--- config.mk ---
export PLATFORM = sky130hd
export DESIGN_NAME = nonce_arbiter
export DESIGN_NICKNAME = d
export VERILOG_FILES = /design/src/rtl/nonce_pkg.sv /design/src/rtl/rr_arbiter.sv /design/src/rtl/nonce_arbiter.sv
export SDC_FILE = /design/constraint.sdc
export NUM_CORES = 1
export LEC_CHECK = 0
export BUFFER_PORTS_ARGS = -buffer_cell sky130_fd_sc_hd__buf_2
export CORE_ASPECT_RATIO = 0.6
export CORE_MARGIN = 2
export CORE_UTILIZATION = 43
export CTS_CLUSTER_SIZE = 12
export DETAILED_ROUTE_END_ITERATION = 7
export HOLD_SLACK_MARGIN = 0.15
export PLACE_DENSITY_LB_ADDON = 0.25
export SLEW_MARGIN = 5
export SYNTH_ARGS = -nofsm -noshare
export SYNTH_HDL_FRONTEND = slang
export SYNTH_SLANG_ARGS = --single-unit
--- constraint.sdc ---
create_clock -name clk -period 2.2 [get_ports clk]
set_input_delay 0.44 -clock clk [delete_from_list [all_inputs] [get_ports clk]]
set_output_delay 0.44 -clock clk [all_outputs]
set_load 0.05 [all_outputs]
--- src/rtl/nonce_pkg.sv ---
// Shared types and defaults for the nonce arbiter slice.
// Duplicate-nonce rejection is enabled with the NONCE_DUP_CHECK_EN macro.
package nonce_pkg;

    localparam int NONCE_W_DEF     = 64;
    localparam int NUM_CLIENTS_DEF = 4;

    typedef enum logic [1:0] {
        ST_IDLE    = 2'd0,
        ST_ISSUE   = 2'd1,
        ST_WAIT    = 2'd2,
        ST_DELIVER = 2'd3
    } state_e;

    typedef logic [$clog2(NUM_CLIENTS_DEF)-1:0] client_idx_t;

endpackage

--- src/rtl/rr_arbiter.sv ---
// Combinational round-robin picker: first set request at or above ptr, with wrap-around.
module rr_arbiter #(
    parameter int N     = 4,
    parameter int IDX_W = 2
) (
    input  logic [N-1:0]     req,
    input  logic [IDX_W-1:0] ptr,
    output logic [IDX_W-1:0] grant,
    output logic             any_req
);

    logic [IDX_W-1:0] idx;

    always_comb begin
        grant   = '0;
        any_req = 1'b0;
        idx     = '0;
        for (int off = 0; off < N; off++) begin
            idx = IDX_W'((int'(ptr) + off) % N);
            if (!any_req && req[idx]) begin
                any_req = 1'b1;
                grant   = idx;
            end
        end
    end

endmodule

--- src/rtl/nonce_arbiter.sv ---
// Round-robin sharing of one nonce_generator among NUM_CLIENTS requesters.
// Define NONCE_DUP_CHECK_EN to reject a nonce equal to the last delivered one (one retry).
module nonce_arbiter
    import nonce_pkg::*;
#(
    parameter int NUM_CLIENTS    = NUM_CLIENTS_DEF,
    parameter int TIMEOUT_CYCLES = 64,
    parameter int NONCE_W        = NONCE_W_DEF
) (
    input  logic                   clk,
    input  logic                   rst,
    input  logic [NUM_CLIENTS-1:0] cli_req,
    output logic [NUM_CLIENTS-1:0] cli_ack,
    output logic [NUM_CLIENTS-1:0] cli_err,
    output logic [NONCE_W-1:0]     cli_nonce,
    output logic                   busy,
    output logic                   gen_req,
    input  logic                   gen_valid,
    input  logic [NONCE_W-1:0]     gen_nonce,
    output logic [1:0]             dbg_state
);

    // Handshakes: cli_req is a level held by the client until its one-cycle
    // cli_ack/cli_err; gen_req is a one-cycle strobe with no ready, answered by
    // a single gen_valid cycle that is only honoured while in WAIT.

    localparam int IDX_W = $clog2(NUM_CLIENTS);
    localparam int CNT_W = $clog2(TIMEOUT_CYCLES);
    localparam logic [IDX_W-1:0] IDX_LAST = IDX_W'(NUM_CLIENTS - 1);
    localparam logic [CNT_W-1:0] CNT_LAST = CNT_W'(TIMEOUT_CYCLES - 1);

    state_e             state_q, state_d;
    logic [IDX_W-1:0]   rr_ptr_q, rr_ptr_d;
    logic [IDX_W-1:0]   grant_q, grant_d;
    logic [CNT_W-1:0]   cnt_q, cnt_d;
    logic [NONCE_W-1:0] nonce_q, nonce_d;
`ifdef NONCE_DUP_CHECK_EN
    logic [NONCE_W-1:0] last_q, last_d;
    logic               have_last_q, have_last_d;
    logic               retry_q, retry_d;
`endif

    logic [IDX_W-1:0] pick_idx;
    logic             any_req;
    logic [IDX_W-1:0] next_ptr;
    logic             fail;

    rr_arbiter #(
        .N     (NUM_CLIENTS),
        .IDX_W (IDX_W)
    ) u_rr (
        .req     (cli_req),
        .ptr     (rr_ptr_q),
        .grant   (pick_idx),
        .any_req (any_req)
    );

    assign next_ptr  = (grant_q == IDX_LAST) ? '0 : grant_q + 1'b1;
    assign cli_nonce = nonce_q;
    assign dbg_state = state_q;

    always_comb begin
        state_d  = state_q;
        rr_ptr_d = rr_ptr_q;
        grant_d  = grant_q;
        cnt_d    = cnt_q;
        nonce_d  = nonce_q;
`ifdef NONCE_DUP_CHECK_EN
        last_d      = last_q;
        have_last_d = have_last_q;
        retry_d     = retry_q;
`endif
        fail    = 1'b0;
        gen_req = 1'b0;
        cli_ack = '0;
        cli_err = '0;
        busy    = (state_q != ST_IDLE);

        case (state_q)
            ST_IDLE: begin
                if (any_req) begin
                    grant_d = pick_idx;
                    state_d = ST_ISSUE;
`ifdef NONCE_DUP_CHECK_EN
                    retry_d = 1'b0;
`endif
                end
            end
            ST_ISSUE: begin
                gen_req = 1'b1;
                cnt_d   = '0;
                state_d = ST_WAIT;
            end
            ST_WAIT: begin
                if (gen_valid) begin
`ifdef NONCE_DUP_CHECK_EN
                    if (have_last_q && (gen_nonce == last_q)) begin
                        if (retry_q) begin
                            fail = 1'b1;
                        end else begin
                            retry_d = 1'b1;
                            state_d = ST_ISSUE;
                        end
                    end else begin
                        nonce_d = gen_nonce;
                        state_d = ST_DELIVER;
                    end
`else
                    nonce_d = gen_nonce;
                    state_d = ST_DELIVER;
`endif
                end else if (cnt_q == CNT_LAST) begin
                    fail = 1'b1;
                end else begin
                    cnt_d = cnt_q + 1'b1;
                end
            end
            ST_DELIVER: begin
                // A client that withdrew mid-transaction simply loses this nonce.
                if (cli_req[grant_q]) begin
                    cli_ack[grant_q] = 1'b1;
`ifdef NONCE_DUP_CHECK_EN
                    last_d      = nonce_q;
                    have_last_d = 1'b1;
`endif
                end
                rr_ptr_d = next_ptr;
                state_d  = ST_IDLE;
            end
            default: state_d = ST_IDLE;
        endcase

        if (fail) begin
            cli_err[grant_q] = 1'b1;
            rr_ptr_d         = next_ptr;
            state_d          = ST_IDLE;
        end
    end

    always_ff @(posedge clk or posedge rst) begin
        if (rst) begin
            state_q  <= ST_IDLE;
            rr_ptr_q <= '0;
            grant_q  <= '0;
            cnt_q    <= '0;
            nonce_q  <= '0;
`ifdef NONCE_DUP_CHECK_EN
            last_q      <= '0;
            have_last_q <= 1'b0;
            retry_q     <= 1'b0;
`endif
        end else begin
            state_q  <= state_d;
            rr_ptr_q <= rr_ptr_d;
            grant_q  <= grant_d;
            cnt_q    <= cnt_d;
            nonce_q  <= nonce_d;
`ifdef NONCE_DUP_CHECK_EN
            last_q      <= last_d;
            have_last_q <= have_last_d;
            retry_q     <= retry_d;
`endif
        end
    end

endmodule
After elaboration in Yosys (flattened, before gate mapping)
Index checks and enable logic that the tools add are counted.
{ "word_totals": {"reg_bits": 76, "in_bits": 71, "output_inout_bits": 76, "elab_cells": 77} }
{ "op_classes": {"n_addsub": 5, "n_lt_le_gt_ge": 6, "n_eq_ne": 9, "mux": 37, "reduce_logical": 15} }
{ "op_table": {"columns": ["operator", "count"], "rows": [
  ["$mux W2", 10],
  ["$lt A2 B3 Y1 const B", 5],
  ["$mux W1", 14],
  ["$mux W4", 3],
  ["$mux W6", 2],
  ["$pmux W6 S2", 1],
  ["$bmux W1 S2", 5],
  ["$pmux W2 S4", 1],
  ["$add A6 B1 Y6 const B", 1],
  ["$eq A2 B2 Y1 const B", 3],
  ["$eq A6 B6 Y1 const B", 1],
  ["$ne A3 B3 Y1 const B", 2],
  ["$reduce_and A2 Y1", 3],
  ["$reduce_bool A2 Y1", 3],
  ["$add A2 B1 Y2 const B", 2],
  ["$add A2 B2 Y2 const B", 2],
  ["$logic_and A1 B1 Y1", 4],
  ["$ne A2 B2 Y1 const B", 2],
  ["$logic_not A1 Y1", 3],
  ["$reduce_and A3 Y1", 1],
  ["$demux W1 S2", 1],
  ["$eq A2 B1 Y1 const B", 1],
  ["$ge A2 B1 Y1 const B", 1],
  ["$logic_not A2 Y1", 1]
]} }

Longest topological paths before layout
{ "logic_depth": {"depth_word": 15, "ltp_mapped": 5, "ltp_nobuf": 5} }

By module
From an unflattened synthesis, not the netlist that was laid out.
{ "hier_totals": {"hier_cells": 227, "area_unflattened_um2": 3424.5} }
{ "modules_own_cells": {"columns": ["module", "n_inst", "cells_each", "area_each_um2", "seq_area_each_um2"], "rows": [
  ["nonce_arbiter", 1, 212, 3347.0, 1901.8],
  ["rr_arbiter", 1, 15, 77.6, 0.0]
]} }

Worst setup path before layout
OpenSTA, ideal clock, no wires.
{ "synth_path": {"path_type": "reg2out", "start": "register state_q[1], in the netlist dbg_state[1]", "end": "output gen_req", "arrival_time_ns": 1.643, "required_time_ns": 1.760, "setup_slack_ns": 0.117, "path_stages_with_launch": 4, "n_path_buf": 2, "path_cell_list": "dfrtp_1 -> buf_4 -> clkbuf_1 -> nor2_1"} }
{ "synth_between": {"elab_chain_len": 2} }
{ "synth_rtl": {"columns": ["element", "line_no", "text"], "rows": [
  ["start: declaration", "nonce_arbiter.sv:32", "state_e state_q, state_d;"],
  ["start signal: assignment", "nonce_arbiter.sv:153", "state_q <= state_d;"],
  ["$eq A2 B1 Y1", "nonce_arbiter.sv:79", "case (state_q)"],
  ["$mux W1", "nonce_arbiter.sv:79", null],
  ["end: declaration", "nonce_arbiter.sv:17", "output logic gen_req,"]
]} }
No other way between the ends.

Final worst setup path
{ "layout_path": {"start": "register grant_q[0]", "end": "output cli_ack[1]"} }
{ "layout_between": {"elab_chain_len": 6, "elab_cells_between_ends": 9, "cone_classes": "order compare (2); mux (6); reduce/logical (1)"} }
{ "layout_rtl": {"columns": ["element", "line_no", "text"], "rows": [
  ["start: declaration", "nonce_arbiter.sv:34", "logic [IDX_W-1:0] grant_q, grant_d;"],
  ["start signal: assignment", "nonce_arbiter.sv:155", "grant_q <= grant_d;"],
  ["$lt A2 B3 Y1 (implied by the code) / $ge A2 B1 Y1 (equally long branches)", "nonce_arbiter.sv:121", "cli_ack[grant_q] = 1'b1;"],
  ["$logic_and A1 B1 Y1 (implied by the code)", "nonce_arbiter.sv:121", null],
  ["$mux W1 (implied by the code)", "nonce_arbiter.sv:121", null],
  ["$demux W1 S2", "nonce_arbiter.sv:121", null],
  ["$mux W4 (*)", "nonce_arbiter.sv:120", "if (cli_req[grant_q]) begin"],
  ["$mux W4 (*)", "nonce_arbiter.sv:79", null],
  ["end: declaration", "nonce_arbiter.sv:13", "output logic [NUM_CLIENTS-1:0] cli_ack,"]
]} }
Every way passes the cells marked *; elsewhere a longest branch is shown, timed or not. The select of a mux whose other input is x is not followed.

==> metrics.csv <==
stage,metric,value,unit
synth,post-synthesis cell type count,36,
floorplan,Core ar.,0.007883,mm2
cells_and_area,register area,0.001903,mm2
synth,syn avg cell area,14.81,um2
place,Final Wtd Congestion,0.7825,
floorplan,die width,120.4,um
run_status,status,"complete, no violations",
synth,syn nets,312,
global_routing,initial antenna violation count,0,
worst_setup_path,R2R cell count,5,
worst_setup_path,RR Startpoint,dbg_state[0],
global_routing,global-route usage over all layers,0.1746,
synth,"Async S/R FF share, synth",1.000,
detailed_routing,DR DRC count,0,
clocking,root buffer cell,clkbuf_16,
floorplan,initial core utilization,0.4433,
sta,Max Clock Freq,474.2,MHz
floorplan,Die Height,73.83,um
detailed_routing,Routed WL per cell,14.99,um
clocking,cts hold-fix bufs,0,
synth,post-synthesis cell count,236,
worst_hold_path,Worst Hold Class,input port to asynchronous set/reset pin,
cells_and_area,multi-input logic area,0.001495,mm2
synth,Synth Cell Area,0.003495,mm2
place,Place WS,0.1570,ns
sta,Final Cycle Share,0.9586,
cells_and_area,nets,473,
sta,Fin. Hold Viols,0,
synth,number of flops mapped to enable cells by yosys,0,
sta,Worst-Margin Slew,0.2874,ns
global_routing,GRT overflow,0,
worst_setup_path,Setup CP Type,flip-flop to primary output,
detailed_routing,total number of vias,2417,
worst_setup_path,Worst path max stage delay,0.50,ns
clocking,Bufs on Longest Clock Path,2,
run,max-cap violations,0,
global_routing,first-pass GRT wire length,12010,um
worst_setup_path,r2r endpoint,cli_nonce[19],
synth,"Top FF cell, synth",dfrtp_1,
cells_and_area,design area,0.004802,mm2
sta,endpoints failing setup,0,
synth,"area leader, netlist",dfrtp_1,
floorplan,Die Area,0.008888,mm2
synth,top-count cell post-synth,dfrtp_1,
floorplan,# IOs,147,
worst_setup_path,crit path capture type,primary output,
global_routing,largest net degree at the start of global routing,42,
clocking,total CTS buffers,9,
place,post-placement cell area,0.004387,mm2
sta,relative slew slack,0.8060,
cells_and_area,Antenna Cells,0,
sta,Final Max Slew Viols,0,
sta,"Worst Setup Slack, final",0.09106,ns
worst_setup_path,crit path max fanout,4,
floorplan,FP Rows,25,
detailed_routing,Pre-Repair DR Iteration Count,4,
worst_setup_path,Critical Path RT,1.76,ns
worst_setup_path,Worst EP arrival,1.67,ns
cells_and_area,final design utilization,0.6092,
detailed_routing,Routed WL,7646,um
cells_and_area,Fill cells,673,
synth,synthesized flop and latch total,76,
worst_setup_path,startpoint types,flip-flop,
detailed_routing,ANT nets after route,0,
worst_setup_path,crit path cell chain,mux4_2 > and3_4 > and2_1 > buf_6,
clocking,H-tree Lvls,3,
worst_setup_path,flop-to-flop setup slack,0.45,ns
detailed_routing,initial drt markers,245,
clocking,CTS tree,built,
worst_setup_path,critical path's slowest cell,mux4_2,
clocking,Clock Sinks,76,
clocking,"CTS clk-pin slew, worst paths",0.06,ns
place,PortBufs,146,
clocking,Clock Latency Late Sink,0.33,ns
cells_and_area,layout cells sized above 1,0.6219,
sta,Setup Skew,0.009490,ns
cells_and_area,area delta synth->final,37.42,%
synth,main area contributors after synthesis,"dfrtp_1 54%, mux2_4 26%, buf_6 1.9%",
global_routing,vias in the first global route,2359,
sta,minimum clock period,2.109,ns
place,dpl hpwl,5416,um
synth,Synth top cells by count,"76 x dfrtp_1, 60 x mux2_4, 11 x nor2_1",
detailed_routing,via/cell ratio,4.739,
synth,Yosys warnings,0,
synth,Yosys top cell area share,0.5442,
synth,sequential area share after synthesis,0.5442,
[routing by layer]
| metal | track usage | wire length [um] | up-vias |
|---|---|---|---|
| li1 | - | - | 1159 |
| met1 | 0.2652 | 3815 | 1153 |
| met2 | 0.2323 | 3113 | 100 |
| met3 | 0.06289 | 655 | 5 |
| met4 | 0.04651 | 62 | 0 |
| met5 | 0 | 0 | - |
[timing repair]
item / in CTS / in global routing
endpoints found under the hold margin: 0 / 0
cloned: 0 / 0
buffers inserted: 5 / 1
resized for setup: 15 / 6
pin swaps: 3 / 2
endpoints found under the setup margin: 8 / 8
[logic make-up after synthesis]
logic type | Yosys count | share of synthesized area
AOI/OAI and AO/OA | 28 | 0.05084
adders and majority gates | 6 | 0.02077
buffers and inverters | 19 | 0.03473
DFF | 76 | 0.5442
and+or+nand+nor | 40 | 0.06588
muxes | 67 | 0.2836
[sequential cells by signal, indices dropped and copies added (netlist names)]
| name | count |
|---|---|
| cli_nonce | 64 |
| cnt_q | 6 |
| dbg_state | 2 |
| grant_q | 2 |
| rr_ptr_q | 2 |
[how the worst max path moves through the flow]
stage	from	endpoint	slack (ns)	depth (start not counted)
3_3_place_gp	cli_req[3]	cli_ack[3]	0.19	5
3_5_place_dp	cli_req[3]	cli_ack[3]	0.16	5
4_1_cts	grant_q[0]	cli_ack[0]	0.002	4
6_report	grant_q[0]	cli_ack[1]	0.09	4
2_1_floorplan	dbg_state[1]	gen_req	0.12	3
5_1_grt	cnt_q[1]	cli_err[3]	-0.004	5
[cell type report]
| type | count | share of cell area |
|---|---|---|
| multi-input cells | 141 | 0.3114 |
| clock inverters | 5 | 0.008859 |
| inverters | 9 | 0.007817 |
| repair buffers | 160 | 0.1949 |
| well taps | 108 | 0.02814 |
| clock buffers | 11 | 0.05263 |
| flip-flops and latches | 76 | 0.3963 |
[cell usage in the layout, fill, tap and decap left out, drive strengths merged, types with 4 or more instances in the layout]
cell type	Yosys	layout
buf	8	160
dfrtp	76	76
mux2	66	66
nor2	11	11
clkbuf	2	11
inv	9	10
a21oi	9	9
and2	8	8
o21ai	5	5
nand2	5	5
ha	5	5
and3	4	4
[critical path, delay by kind of cell (launching register included)]
kind	cells	cell delay, ns
AND/OR/NAND/NOR	2	0.33
buffers and inverters	1	0.15
multiplexers	1	0.50
flip-flops	1	0.37
[metrics by stage]
stage	hold slack [ns]	std cells	TNS (ns)
3_5_place_dp	0.4859	488	0
3_3_place_gp	0.4830	488	0
4_1_cts	0.1976	509	0
6_report	0.1945	510	0
2_1_floorplan	0.4971	236	0
5_1_grt	0.2032	510	-0.003758
Power is not shown: default switching activity piles up to over one toggle a cycle in this logic, so the estimate is an artifact.
